## config.mk

```make
export PLATFORM = sky130hd
export DESIGN_NAME = bpb_update_sched
export DESIGN_NICKNAME = d
export VERILOG_FILES = /design/src/rtl/bpb_pkg.sv /design/src/rtl/bpb_upd_fifo.sv /design/src/rtl/bpb_update_sched.sv
export SDC_FILE = /design/constraint.sdc
export NUM_CORES = 1
export LEC_CHECK = 0
export CAP_MARGIN = 25
export CELL_PAD_IN_SITES_DETAIL_PLACEMENT = 0
export CELL_PAD_IN_SITES_GLOBAL_PLACEMENT = 1
export CORE_ASPECT_RATIO = 0.8
export CORE_MARGIN = 3
export CORE_UTILIZATION = 45
export CTS_CLUSTER_DIAMETER = 60
export DETAILED_ROUTE_END_ITERATION = 7
export PLACE_DENSITY = 0.84
export RECOVER_POWER = 50
export SETUP_SLACK_MARGIN = 0.4
export SYNTH_ARGS = -nofsm -noshare
export SYNTH_HDL_FRONTEND = slang
export SYNTH_SLANG_ARGS = --single-unit
```

## constraint.sdc

```tcl
create_clock -name clk -period 5.4 [get_ports clk]
set_input_delay 0.54 -clock clk [delete_from_list [all_inputs] [get_ports clk]]
set_output_delay 0.54 -clock clk [all_outputs]
set_load 0.01 [all_outputs]
```

## src/rtl/bpb_pkg.sv

```systemverilog
// Shared types and defaults for the BPB update scheduler: default sizes,
// the queued update record, the scheduler state and a saturating counter helper.
package bpb_pkg;

  localparam int ENTRIES_DEF   = 64;
  localparam int TAG_WIDTH_DEF = 10;
  localparam int DEPTH_DEF     = 4;
  localparam int IDX_W_DEF     = $clog2(ENTRIES_DEF);

  typedef struct packed {
    logic [IDX_W_DEF-1:0]     idx;
    logic [TAG_WIDTH_DEF-1:0] tag;
    logic                     taken;
    logic                     mistake;
  } bpb_upd_t;

  typedef enum logic [0:0] {
    ST_RUN   = 1'b0,
    ST_CLEAR = 1'b1
  } sched_state_e;

  function automatic logic [7:0] sat_add8(input logic [7:0] a, input logic [1:0] b);
    logic [8:0] sum;
    sum = {1'b0, a} + {7'd0, b};
    sat_add8 = sum[8] ? 8'hFF : sum[7:0];
  endfunction

endpackage

```

## src/rtl/bpb_upd_fifo.sv

```systemverilog
// Two-write / one-read circular update queue. Slot order is push0 then push1;
// a flush empties the queue and overrides same-cycle pushes and pops.
module bpb_upd_fifo
  import bpb_pkg::*;
#(
  parameter int  DEPTH = DEPTH_DEF,
  parameter type T     = bpb_upd_t,
  localparam int PW    = $clog2(DEPTH),
  localparam int CW    = PW + 1
) (
  input  logic          clk,
  input  logic          reset,
  input  logic          flush,
  input  logic          push0,
  input  T              din0,
  input  logic          push1,
  input  T              din1,
  input  logic          pop,
  output T              head,
  output logic [CW-1:0] count
);

  T              mem_q [DEPTH];
  T              mem_d [DEPTH];
  logic [PW-1:0] wr_ptr_q, wr_ptr_d;
  logic [PW-1:0] rd_ptr_q, rd_ptr_d;
  logic [CW-1:0] count_q, count_d;
  logic [CW-1:0] n_push;
  T              slot0;

  // Next pointers, count and storage; a lone push1 lands in the first free slot.
  always_comb begin
    mem_d    = mem_q;
    wr_ptr_d = wr_ptr_q;
    rd_ptr_d = rd_ptr_q;
    count_d  = count_q;
    slot0    = push0 ? din0 : din1;
    n_push   = CW'(push0) + CW'(push1);
    if (flush) begin
      wr_ptr_d = '0;
      rd_ptr_d = '0;
      count_d  = '0;
    end else begin
      if (push0 || push1) begin
        mem_d[wr_ptr_q] = slot0;
      end else begin
        mem_d[wr_ptr_q] = mem_q[wr_ptr_q];
      end
      if (push0 && push1) begin
        mem_d[wr_ptr_q + PW'(1)] = din1;
      end else begin
        mem_d[wr_ptr_q + PW'(1)] = mem_q[wr_ptr_q + PW'(1)];
      end
      wr_ptr_d = wr_ptr_q + PW'(n_push);
      rd_ptr_d = rd_ptr_q + PW'(pop);
      count_d  = count_q + n_push - CW'(pop);
    end
  end

  // Pointer and occupancy registers.
  always_ff @(posedge clk) begin
    if (!reset) begin
      wr_ptr_q <= '0;
      rd_ptr_q <= '0;
      count_q  <= '0;
    end else begin
      wr_ptr_q <= wr_ptr_d;
      rd_ptr_q <= rd_ptr_d;
      count_q  <= count_d;
    end
  end

  // Payload storage; contents are only observed while count is non-zero.
  always_ff @(posedge clk) begin
    mem_q <= mem_d;
  end

  assign head  = mem_q[rd_ptr_q];
  assign count = count_q;

endmodule

```

## src/rtl/bpb_update_sched.sv

```systemverilog
// BPB write scheduler: queues retire-pipe updates in program order, drains one
// per cycle onto the BPB write port, runs full-table clear sweeps, owns mod_cfg.
module bpb_update_sched
  import bpb_pkg::*;
#(
  parameter int  ENTRIES   = ENTRIES_DEF,
  parameter int  TAG_WIDTH = TAG_WIDTH_DEF,
  parameter int  DEPTH     = DEPTH_DEF,
  localparam int IDX_W     = $clog2(ENTRIES)
) (
  input  logic                 clk,
  input  logic                 reset,
  input  logic                 stall,
  input  logic                 u0_valid,
  input  logic [IDX_W-1:0]     u0_idx,
  input  logic [TAG_WIDTH-1:0] u0_tag,
  input  logic                 u0_taken,
  input  logic                 u0_mistake,
  input  logic                 u1_valid,
  input  logic [IDX_W-1:0]     u1_idx,
  input  logic [TAG_WIDTH-1:0] u1_tag,
  input  logic                 u1_taken,
  input  logic                 u1_mistake,
  output logic                 upd_ready,
  input  logic                 clear_req,
  input  logic                 mod_set,
  input  logic                 mod_val,
  output logic                 mod_cfg,
  output logic                 bpb_wen,
  output logic [IDX_W-1:0]     bpb_idx,
  output logic [TAG_WIDTH-1:0] bpb_tag,
  output logic                 bpb_taken,
  output logic                 bpb_mistake,
  output logic                 bpb_clear,
  output logic                 busy,
  output logic [7:0]           drop_cnt
);

  localparam int CW = $clog2(DEPTH) + 1;

  typedef struct packed {
    logic [IDX_W-1:0]     idx;
    logic [TAG_WIDTH-1:0] tag;
    logic                 taken;
    logic                 mistake;
  } upd_t;

  sched_state_e   state_q, state_d;
  logic [IDX_W-1:0] ptr_q, ptr_d;
  logic           mod_cfg_q, mod_cfg_d;
  logic [7:0]     drop_cnt_q, drop_cnt_d;

  upd_t           din0_s, din1_s, head_s;
  logic [CW-1:0]  count_s;
  logic           push0_s, push1_s, pop_s;
  logic [1:0]     n_drop_s;

  assign din0_s    = '{idx: u0_idx, tag: u0_tag, taken: u0_taken, mistake: u0_mistake};
  assign din1_s    = '{idx: u1_idx, tag: u1_tag, taken: u1_taken, mistake: u1_mistake};
  assign upd_ready = (state_q == ST_RUN) && (count_s <= CW'(DEPTH - 2));
  assign push0_s   = u0_valid && upd_ready;
  assign push1_s   = u1_valid && upd_ready;
  assign pop_s     = (state_q == ST_RUN) && bpb_wen;

  bpb_upd_fifo #(
    .DEPTH (DEPTH),
    .T     (upd_t)
  ) u_fifo (
    .clk   (clk),
    .reset (reset),
    .flush (clear_req),
    .push0 (push0_s),
    .din0  (din0_s),
    .push1 (push1_s),
    .din1  (din1_s),
    .pop   (pop_s),
    .head  (head_s),
    .count (count_s)
  );

  // Write port: queue head in RUN, sweep pointer in CLEAR; held off during reset.
  always_comb begin
    bpb_wen     = 1'b0;
    bpb_clear   = 1'b0;
    bpb_idx     = '0;
    bpb_tag     = '0;
    bpb_taken   = 1'b0;
    bpb_mistake = 1'b0;
    case (state_q)
      ST_RUN: begin
        if (count_s != '0) begin
          bpb_wen     = !stall && reset;
          bpb_idx     = head_s.idx;
          bpb_tag     = head_s.tag;
          bpb_taken   = head_s.taken;
          bpb_mistake = head_s.mistake;
        end else begin
          bpb_wen     = 1'b0;
        end
      end
      ST_CLEAR: begin
        bpb_wen   = !stall && reset;
        bpb_clear = !stall && reset;
        bpb_idx   = ptr_q;
      end
      default: begin
        bpb_wen = 1'b0;
      end
    endcase
  end

  // Sweep FSM, drop accounting and mode bit.
  always_comb begin
    state_d    = state_q;
    ptr_d      = ptr_q;
    mod_cfg_d  = mod_set ? mod_val : mod_cfg_q;
    n_drop_s   = 2'd0;
    case (state_q)
      ST_RUN: begin
        if (!upd_ready) begin
          n_drop_s = {1'b0, u0_valid} + {1'b0, u1_valid};
        end else begin
          n_drop_s = 2'd0;
        end
        if (clear_req) begin
          state_d = ST_CLEAR;
          ptr_d   = '0;
        end else begin
          state_d = ST_RUN;
        end
      end
      ST_CLEAR: begin
        if (clear_req) begin
          ptr_d = '0;
        end else if (!stall) begin
          if (ptr_q == IDX_W'(ENTRIES - 1)) begin
            state_d = ST_RUN;
            ptr_d   = '0;
          end else begin
            ptr_d = ptr_q + IDX_W'(1);
          end
        end else begin
          ptr_d = ptr_q;
        end
      end
      default: begin
        state_d = ST_RUN;
        ptr_d   = '0;
      end
    endcase
    drop_cnt_d = sat_add8(drop_cnt_q, n_drop_s);
  end

  // Control registers.
  always_ff @(posedge clk) begin
    if (!reset) begin
      state_q    <= ST_RUN;
      ptr_q      <= '0;
      mod_cfg_q  <= 1'b1;
      drop_cnt_q <= 8'd0;
    end else begin
      state_q    <= state_d;
      ptr_q      <= ptr_d;
      mod_cfg_q  <= mod_cfg_d;
      drop_cnt_q <= drop_cnt_d;
    end
  end

  assign busy     = (state_q == ST_CLEAR);
  assign mod_cfg  = mod_cfg_q;
  assign drop_cnt = drop_cnt_q;

endmodule
```

# Word level (Yosys, flattened, before mapping)
# Index checks and enable logic that the tools add are counted.
classes:
  add_sub_neg: 9
  magnitude_cmp: 6
  n_eq_ne: 3
  n_mux: 45
  bitwise: 5
  n_reduce_logical: 13
op_table:
  columns: ["cell", "n"]
  rows:
  - ["bitwise mux 72 bit", 4]
  - ["two-way mux 72 bit", 3]
  - ["two-way mux 18 bit", 9]
  - ["binary-select mux 18 bit (select 2 bit)", 3]
  - ["demux 18 bit (select 2 bit)", 2]
  - ["two-way mux 6 bit", 5]
  - ["one-hot mux 6 bit (2 select lines)", 2]
  - ["two-way mux 10 bit", 2]
  - ["two-way mux 1 bit", 10]
  - ["adder 8 x 2 -> 9 bit", 1]
  - ["greater-or-equal comparator 3 bit (second input constant)", 3]
  - ["inverter 2 -> 3 bit", 3]
  - ["logical AND 1 bit", 8]
  - ["two-way mux 8 bit", 1]
  - ["adder 6 x 1 -> 6 bit (second input constant)", 1]
  - ["equality test 6 bit (second input constant)", 1]
  - ["less-than comparator 3 x 1 -> 1 bit (second input constant)", 2]
  - ["adder 1 x 1 -> 2 bit", 2]
  - ["two-way mux 2 bit", 2]
  - ["one-hot mux 1 bit (2 select lines)", 2]
  - ["adder 3 bit", 1]
  - ["<= comparator 3 x 2 -> 1 bit (second input constant)", 1]
  - ["!= test 3 bit (second input constant)", 1]
  - ["nonzero test 3 bit", 1]
  - ["10 further kinds", 11]
word_totals:
  register_bits: 95
  inputBits: 44
  out_inout_bits: 31
  word_cells: 104

# Longest topological paths before layout
# Gate-level depths: netlist (run 1).
logic_depth:
  depth_word: 10
  ltp_mapped: 13
  depth_no_buf: 11

# Modules after synthesis
# Synthesis (run 1) repeated with hierarchy kept, for this count alone.
unflattened:
  hier_cells: 694
  area_unflattened_um2: 7279.5
modules_own_cells:
  columns: ["mod", "instances", "cells_each", "area_per_inst_um2", "seq_area_each_um2"]
  rows:
  - ["bpb_upd_fifo", 1, 573, 6296.0, 2302.2]
  - ["bpb_update_sched", 1, 121, 983.4, 320.3]

# Worst setup path after synthesis (run 1)
# No wires, ideal clock.
synth_timing:
  path_type: "reg2reg"
  start: "register u_fifo.wr_ptr_q[0]"
  end: "register u_fifo.mem_q[24] in the netlist's numbering (data pin)"
  arrival_ns: 2.715
  required_ns: 5.139
  slack_ns: 2.424
  stages_incl_launch_ff: 11
  synth_period_minus_slack_ns: 2.976
  cell_sequence: "dfxtp_1 > buf_6 > buf_6 > buf_2 > inv_1 > ha_1 > buf_6 > buf_12 > mux4_2 > mux2_4 > a221o_1"
synth_via:
  elab_chain_len: 10
  elab_cells_between_ends: 26
  classes_between: "add/sub (1); order compare (4); mux (17); bitwise (2); reduce/logical (2)"
synth_lines:
  columns: ["item", "line", "rtl"]
  rows:
  - ["start, declared", "bpb_upd_fifo.sv:25", "logic [PW-1:0] wr_ptr_q, wr_ptr_d;"]
  - ["start signal, assigned", "bpb_upd_fifo.sv:67", "wr_ptr_q <= wr_ptr_d;"]
  - ["inverter 2 -> 3 bit (implied by the code)", "bpb_upd_fifo.sv:45, bpb_upd_fifo.sv:47", null]
  - ["greater-or-equal comparator 3 bit (implied by the code) / less-than comparator 3 x 1 -> 1 bit (equally long branches)", "bpb_upd_fifo.sv:45, bpb_upd_fifo.sv:47", null]
  - ["logical AND 1 bit (implied by the code)", "bpb_upd_fifo.sv:45, bpb_upd_fifo.sv:47", null]
  - ["two-way mux 18 bit (implied by the code)", "bpb_upd_fifo.sv:45, bpb_upd_fifo.sv:47", null]
  - ["demux 18 bit (select 2 bit)", "bpb_upd_fifo.sv:45, bpb_upd_fifo.sv:47", null]
  - ["bitwise mux 72 bit, on equally long branches", "bpb_upd_fifo.sv:47, bpb_upd_fifo.sv:45", null]
  - ["two-way mux 72 bit", "bpb_upd_fifo.sv:44", "if (push0 || push1) begin"]
  - ["two-way mux 72 bit", "bpb_upd_fifo.sv:39", "if (flush) begin"]
  - ["bitwise mux 72 bit, on equally long branches", "bpb_upd_fifo.sv:52, bpb_upd_fifo.sv:50", null]
  - ["two-way mux 72 bit *", "bpb_upd_fifo.sv:49", "if (push0 && push1) begin"]
  - ["end signal, assigned", "bpb_upd_fifo.sv:75", "mem_q <= mem_d;"]
  - ["end, declared", "bpb_upd_fifo.sv:23", "T mem_q [DEPTH];"]
# Mark *: on every way between the ends. The rest lies on a longest branch, timed or not. The select of a mux whose other input is x is not followed.
# A chain may end at the register's enable or synchronous reset.

# Worst setup path after layout (run 1)
layout_timing:
  start: "register state_q (netlist: busy)"
  end: "register u_fifo.count_q[2] (netlist: u_fifo.count[2])"
layout_via:
  elab_chain_len: 6
  elab_cells_between_ends: 9
  classes_between: "add/sub (3); mux (1); bitwise (1); reduce/logical (4)"
layout_lines:
  columns: ["item", "line", "rtl"]
  rows:
  - ["start, declared", "bpb_update_sched.sv:48", "sched_state_e state_q, state_d;"]
  - ["start signal, assigned", "bpb_update_sched.sv:162", "state_q <= state_d;"]
  - ["inverter 1 bit", null, null]
  - ["logical AND 1 bit", "bpb_update_sched.sv:60", "assign upd_ready = (state_q == ST_RUN) && (count_s <= CW'(DEPTH - 2));"]
  - ["logical AND 1 bit, on equally long branches", "bpb_update_sched.sv:61, bpb_update_sched.sv:62", null]
  - ["adder 1 x 1 -> 2 bit", "bpb_upd_fifo.sv:38", "n_push = CW'(push0) + CW'(push1);"]
  - ["adder 3 bit", "bpb_upd_fifo.sv:56", "count_d = count_q + n_push - CW'(pop);"]
  - ["subtractor 3 x 1 -> 3 bit *", "bpb_upd_fifo.sv:56", null]
  - ["end signal, assigned", "bpb_upd_fifo.sv:69", "count_q <= count_d;"]
  - ["end, declared", "bpb_upd_fifo.sv:27", "logic [CW-1:0] count_q, count_d;"]
# Mark *: on every way between the ends. The rest lies on a longest branch, timed or not.

==> results.json, run 1 <==
{
  "slowest_delay_ns": 0.92,
  "grt_first_pass_wirelength_microns": 32400,
  "fin_skew_ns": 0.0109,
  "die-area_sq_um": 17200,
  "cp.arrival_ns": 4.07,
  "slew_headroom": -0.145,
  "ys_seq_elements": 95,
  "die_w_microns": 146,
  "path_cells": "a211oi_4, clkbuf_1, nand2_1, inv_1, ha_1, inv_2, ha_1, inv_1, fa_1, xor2_1, xnor2_1, nor2_1",
  "antenna_found_initial": 0,
  "ys_async_sr_fraction": 0,
  "period_needed_ns": 3.83,
  "placed_cells": 828,
  "route.antenna.remaining_nets": 0,
  "status": "finished with violations",
  "crit_path_top_delay_cell": "clkbuf_1",
  "num_io_pins": 75,
  "nNetsFinal": 697,
  "r2r_start": "busy",
  "hold_viol_final": 0,
  "grt_pass1_vias": 5636,
  "grt.total_usage": 0.242,
  "cts_buffer_depth": 2,
  "die_height_microns": 118,
  "gr-total-overflow": 0,
  "crit_type": "reg2reg",
  "firstDrtPassIters": 5,
  "cts_sinks": 95,
  "syn2layout_area_growth_pct": 17.0,
  "via_count": 5712,
  "yosysMostFrequentCell": "edfxtp_1",
  "synth_ff_type": "edfxtp_1",
  "slew_viol_final": 29,
  "place_ws_ns": 1.88,
  "ys_warn_count": 0,
  "h-tree-depth": 3,
  "violations": "max-capacitance violations, max-slew violations",
  "peakVddDrop_v": 0.000168,
  "synthAdderAreaFrac": 0.0395,
  "path_max_fanout": 21,
  "synth_top_family_by_area": "multiplexers",
  "min_from": "mod_cfg",
  "hold_buffers": 0,
  "synth_top_area_frac": 0.307,
  "synthMuxAreaShare": 0.212,
  "wl_per_cell_microns": 24.7,
  "worstMarginPinSlew_ns": 1.72,
  "via_per_inst": 6.74,
  "setup_slack_ns": 1.57,
  "drc": 0,
  "end_kind": "flop",
  "instances_no_fill": 847,
  "fin_setup_tns_ns": 0,
  "postCtsResizedCells": 0,
  "cap_violations": 1,
  "yosys.area.top_type": "edfxtp_1",
  "core_region_area_sq_um": 15200,
  "synth-xor-area-share": 0.0124,
  "ys_types": 43,
  "filler_cell_count": 1272,
  "worstSetupStartpointType": "flop",
  "fmax_mhz": 261,
  "cts_root_buf": "clkbuf_16",
  "finalSetupViolCount": 0,
  "syn_area_per_cell_sq_um": 12.0,
  "dpl.hpwl_microns": 12700,
  "synth_nets": 651,
  "synth_edf_count": 72,
  "synth-simple-area-share": 0.143,
  "drt_wl_total_microns": 21000,
  "syn_area_sq_um": 7040,
  "synthTopCellsByArea": "edfxtp_1 (31%), mux4_2 (14%), a221o_1 (7.8%)",
  "cts_tree": "yes",
  "clock_latency_ns": 0.36,
  "synth_common_cells": "edfxtp_1 (72), a221o_1 (55), nor3b_1 (55)",
  "row_count": 40,
  "crit_start": "busy",
  "synthCells": 586,
  "layout-drive-gt1-share": 0.162,
  "routabilityCongestion": 0.816,
  "clk_pin_slew_worst_paths_ns": 0.07,
  "synth-seq-area-share": 0.373,
  "synth_compound_area_frac": 0.164,
  "hold_class": "reg2reg",
  "drt_iter0_drc": 765,
  "cts_made_buffers": 9,
  "initial_core_util": 0.464,
  "reg2reg_setup_slack_ns": 1.57,
  "p_leak_uw": 0.00299,
  "p_per_area_nw_per_um2": 322,
  "fin_crit_sh": 0.709,
  "rsz0062_at_grt": "no",
  "cts_setup_buffers": 0,
  "required_ns": 5.64,
  "n_antenna_cell": 0,
  "grt_max_degree": 55,
  "port_buffers": 74
}
-- worst paths after layout --
| check | endpoint | cells past startpoint |
|---|---|---|
| max | u_fifo.count[2] | 12 |
| min | mod_cfg | 2 |
| max reg2reg | u_fifo.count[2] | 12 |
| min reg2reg | mod_cfg | 2 |
-- metrics by stage --
stage | utilization | hold WS [ns] | area [sq um] | power [uW]
2_1_floorplan | - | 0.462 | 7040 | 1730
5_1_grt | 0.543 | 0.506 | 8240 | 2770
3_3_place_gp | 0.522 | 0.456 | 7910 | 1970
4_1_cts | 0.542 | 0.492 | 8210 | 2640
6_report | 0.543 | 0.480 | 8240 | 2650
3_5_place_dp | 0.523 | 0.469 | 7940 | 2020
-- cell usage in the layout, fill, tap and decap left out, types with 17 or more instances in the layout --
cell | Yosys | layout
inv_1 | 32 | 32
edfxtp_1 | 72 | 72
dfxtp_1 | 23 | 21
a221o_1 | 55 | 55
mux4_2 | 45 | 45
nand2_1 | 34 | 34
a22o_1 | 23 | 23
clkdlybuf4s50_1 | 0 | 60
nor3b_1 | 55 | 55
ha_1 | 19 | 17
o311ai_1 | 18 | 18
nand4b_1 | 18 | 18
a21o_1 | 18 | 18
-- flip-flops by register name (all words and copies together), names as in the netlist --
name / flops
drop_cnt: 8
ptr_q: 6
busy: 1
u_fifo.rd_ptr_q: 2
u_fifo.mem_q: 72
mod_cfg: 1
u_fifo.wr_ptr_q: 2
u_fifo.count: 3
-- kinds of logic after synthesis --
logic type,after synthesis
XOR/XNOR,10
multiplexers,73
AO/OA/AOI/OAI,132
flip-flops,95
adder cells (fa/ha/maj),21
AND/OR/NAND/NOR,164
buffers and inverters,91
-- report_power, final --
part | switching [uW] | total [uW] | internal [uW]
Sequential | 101 | 1050 | 945
Combinational | 454 | 973 | 519
Clock | 303 | 630 | 326
-- cell type report --
| type | instances | area [sq um] | share of cell area |
|---|---|---|---|
| Sequential cell | 95 | 2630 | 0.319 |
| Timing Repair Buffer | 92 | 896 | 0.109 |
| Inverter | 34 | 128 | 0.0155 |
| Tap cell | 210 | 263 | 0.0319 |
| Clock inverter | 5 | 33.8 | 0.00410 |
| Clock buffer | 11 | 243 | 0.0295 |
| Multi-Input combinational cell | 400 | 4050 | 0.492 |
-- metal layers --
layer / global-route usage / vias up / share of wire
met4: 0.0647 / 0 / 0.015
met3: 0.0597 / 32 / 0.099
met1: 0.327 / 2881 / 0.41
met2: 0.394 / 328 / 0.48
met5: 0 / - / 0
li1: - / 2471 / -
-- critical path: cells and delay by family, from the launching register on --
| family | cells | cell delay [ns] |
|---|---|---|
| buffers and inverters | 4 | 1.35 |
| adder cells (fa/ha/maj) | 3 | 1.01 |
| flip-flops | 1 | 0.49 |
| XOR/XNOR | 2 | 0.34 |
| AO/OA/AOI/OAI | 1 | 0.25 |
| AND/OR/NAND/NOR | 2 | 0.24 |
(Power assumes the default switching activity.)
==> run 2: changes to the inputs <==
==> constraint.sdc (replaced) <==
create_clock -name clk -period 3.59 [get_ports clk]
set_input_delay 0.359 -clock clk [delete_from_list [all_inputs] [get_ports clk]]
set_output_delay 0.359 -clock clk [all_outputs]
set_load 0.01 [all_outputs]
==> run 2 against run 1 <==
Net effect: the run now ends clean; clock power increased by 62%; cell area increased by 1.8%; utilization increased by 0.99 points; first-iteration DRC count decreased by 13%; global-route usage increased by 0.92 points; maximum frequency increased by 24%; critical endpoint is now u_fifo.mem_q[33].
==> results.json, run 2 (same netlist as run 1, synthesis figures left out) <==
{
  "final_cell_mix": "edfxtp_1 (72), clkdlybuf4s50_1 (61), nor3b_1 (55), a221o_1 (55), mux4_2 (45)",
  "antenna_found_initial": 0,
  "p_sw_uw": 1290,
  "p_per_area_nw_per_um2": 490,
  "p_leak_uw": 0.00311,
  "cts_buffer_depth": 2,
  "route.antenna.remaining_nets": 0,
  "drt_wl_total_microns": 21600,
  "hold_viol_final": 0,
  "p_clk_frac": 0.249,
  "cts_sinks": 95,
  "crit_buf_inv": 4,
  "worstSetupStartpointType": "flop",
  "fin_setup_tns_ns": 0,
  "routabilityCongestion": 0.912,
  "syn2layout_area_growth_pct": 19.2,
  "grt_first_pass_wirelength_microns": 33800,
  "num_io_pins": 75,
  "period_needed_ns": 3.10,
  "crit_path_frequent_cell": "buf_4",
  "cts_tree": "yes",
  "via_per_inst": 6.85,
  "fin_crit_sh": 0.862,
  "die_w_microns": 146,
  "clk_pin_slew_worst_paths_ns": 0.06,
  "seq_power_share": 0.384,
  "crit_type": "reg2reg",
  "cap_violations": 0,
  "hold_class": "reg2reg",
  "drc": 0,
  "path_max_fanout": 54,
  "placed_cells": 848,
  "slowest_delay_ns": 0.67,
  "largest_reg_flops": 72,
  "gr-total-overflow": 0,
  "min_from": "mod_cfg",
  "cp_top_family": "buffers and inverters",
  "die_height_microns": 118,
  "layout-drive-gt1-share": 0.177,
  "port_buffers": 74,
  "cts_made_buffers": 9,
  "comb_power_share": 0.367,
  "slew_headroom": 0.0932,
  "crit_path_top_delay_cell": "dfxtp_1",
  "top_register": "u_fifo.mem_q",
  "switching_share": 0.315,
  "cts_root_buf": "clkbuf_16",
  "r2r_start": "busy",
  "required_ns": 3.69,
  "h-tree-depth": 3,
  "slew_viol_final": 0,
  "fmax_mhz": 323,
  "die-area_sq_um": 17200,
  "firstDrtPassIters": 8,
  "drt_iter0_drc": 667,
  "grt_pass1_vias": 5700,
  "cp.arrival_ns": 3.20,
  "place_ws_ns": 0.591,
  "crit_start": "busy",
  "nNetsFinal": 714,
  "initial_core_util": 0.464,
  "internal_power_uw": 2810,
  "fin_skew_ns": 0.00887,
  "grt.total_usage": 0.251,
  "worstMarginPinSlew_ns": 1.36,
  "path_cells": "a211oi_4, buf_4, and2_1, buf_4, inv_1, ha_2, buf_4, nand4b_1, o311ai_1, a221o_1",
  "status": "finished, final reports clean",
  "rsz0062_at_grt": "no",
  "end_kind": "flop",
  "peakVddDrop_v": 0.000279,
  "fin_total_pwr_uw": 4110,
  "wl_per_cell_microns": 25.0,
  "utilization": 0.553,
  "via_count": 5915,
  "grt_max_degree": 55,
  "final_common_cell": "edfxtp_1",
  "core_region_area_sq_um": 15200,
  "n_antenna_cell": 0,
  "dpl.hpwl_microns": 13900,
  "setup_slack_ns": 0.494,
  "row_count": 40,
  "finalSetupViolCount": 0,
  "clock_latency_ns": 0.36,
  "instances_no_fill": 864
}
## run 2: tightest hold or removal path: cells and delay by family (launching register included)
family | cells | cell delay, ns
flip-flops | 1 | 0.32
multiplexers | 1 | 0.06
AND/OR/NAND/NOR | 1 | 0.06
## run 2: final cells by class
cell class	count	area (sq um)
fill	1316	6780
multi-input combinational	400	4040
sequential	95	2620
timing repair buffer	109	1020
clock buffer	15	309
tap	210	263
inverter	34	128
clock inverter	1	6.26
## run 2: what timing repair did
action / in CTS / in global routing
setup endpoints to repair: 0 / 35
buffers inserted: 0 / 0
gates resized for setup: 0 / 1
hold buffers: 0 / 0
## run 2: power groups by stage
stage	Combinational (uW)	Sequential, uW	Clock [uW]
final	1510	1580	1020
after detailed placement	1480	1590	0
after global placement	1430	1570	0
after CTS	1500	1570	1040
after floorplan	1080	1530	0
after global routing	1620	1600	1080
## run 2: worst paths after layout
path                                    endpoint  slack [ns]  cells past startpoint
worst max-delay path            u_fifo.mem_q[33]        0.49                     10
worst min-delay path                     mod_cfg        0.47                      2
worst max register to register  u_fifo.mem_q[33]        0.49                     10
worst min register to register           mod_cfg        0.47                      2
## run 2: through the flow
| step | hold WS, ns | cell area [sq um] |
|---|---|---|
| after floorplan | 0.462 | 7040 |
| after global placement | 0.457 | 8040 |
| after detailed placement | 0.465 | 8080 |
| after CTS | 0.484 | 8400 |
| after global routing | 0.499 | 8390 |
| final | 0.471 | 8390 |
## run 2: per-layer routing
layer | track usage | wire [microns]
met5 | 0 | 0
met4 | 0.0611 | 475
met3 | 0.0762 | 2200
met2 | 0.391 | 10100
met1 | 0.347 | 8810
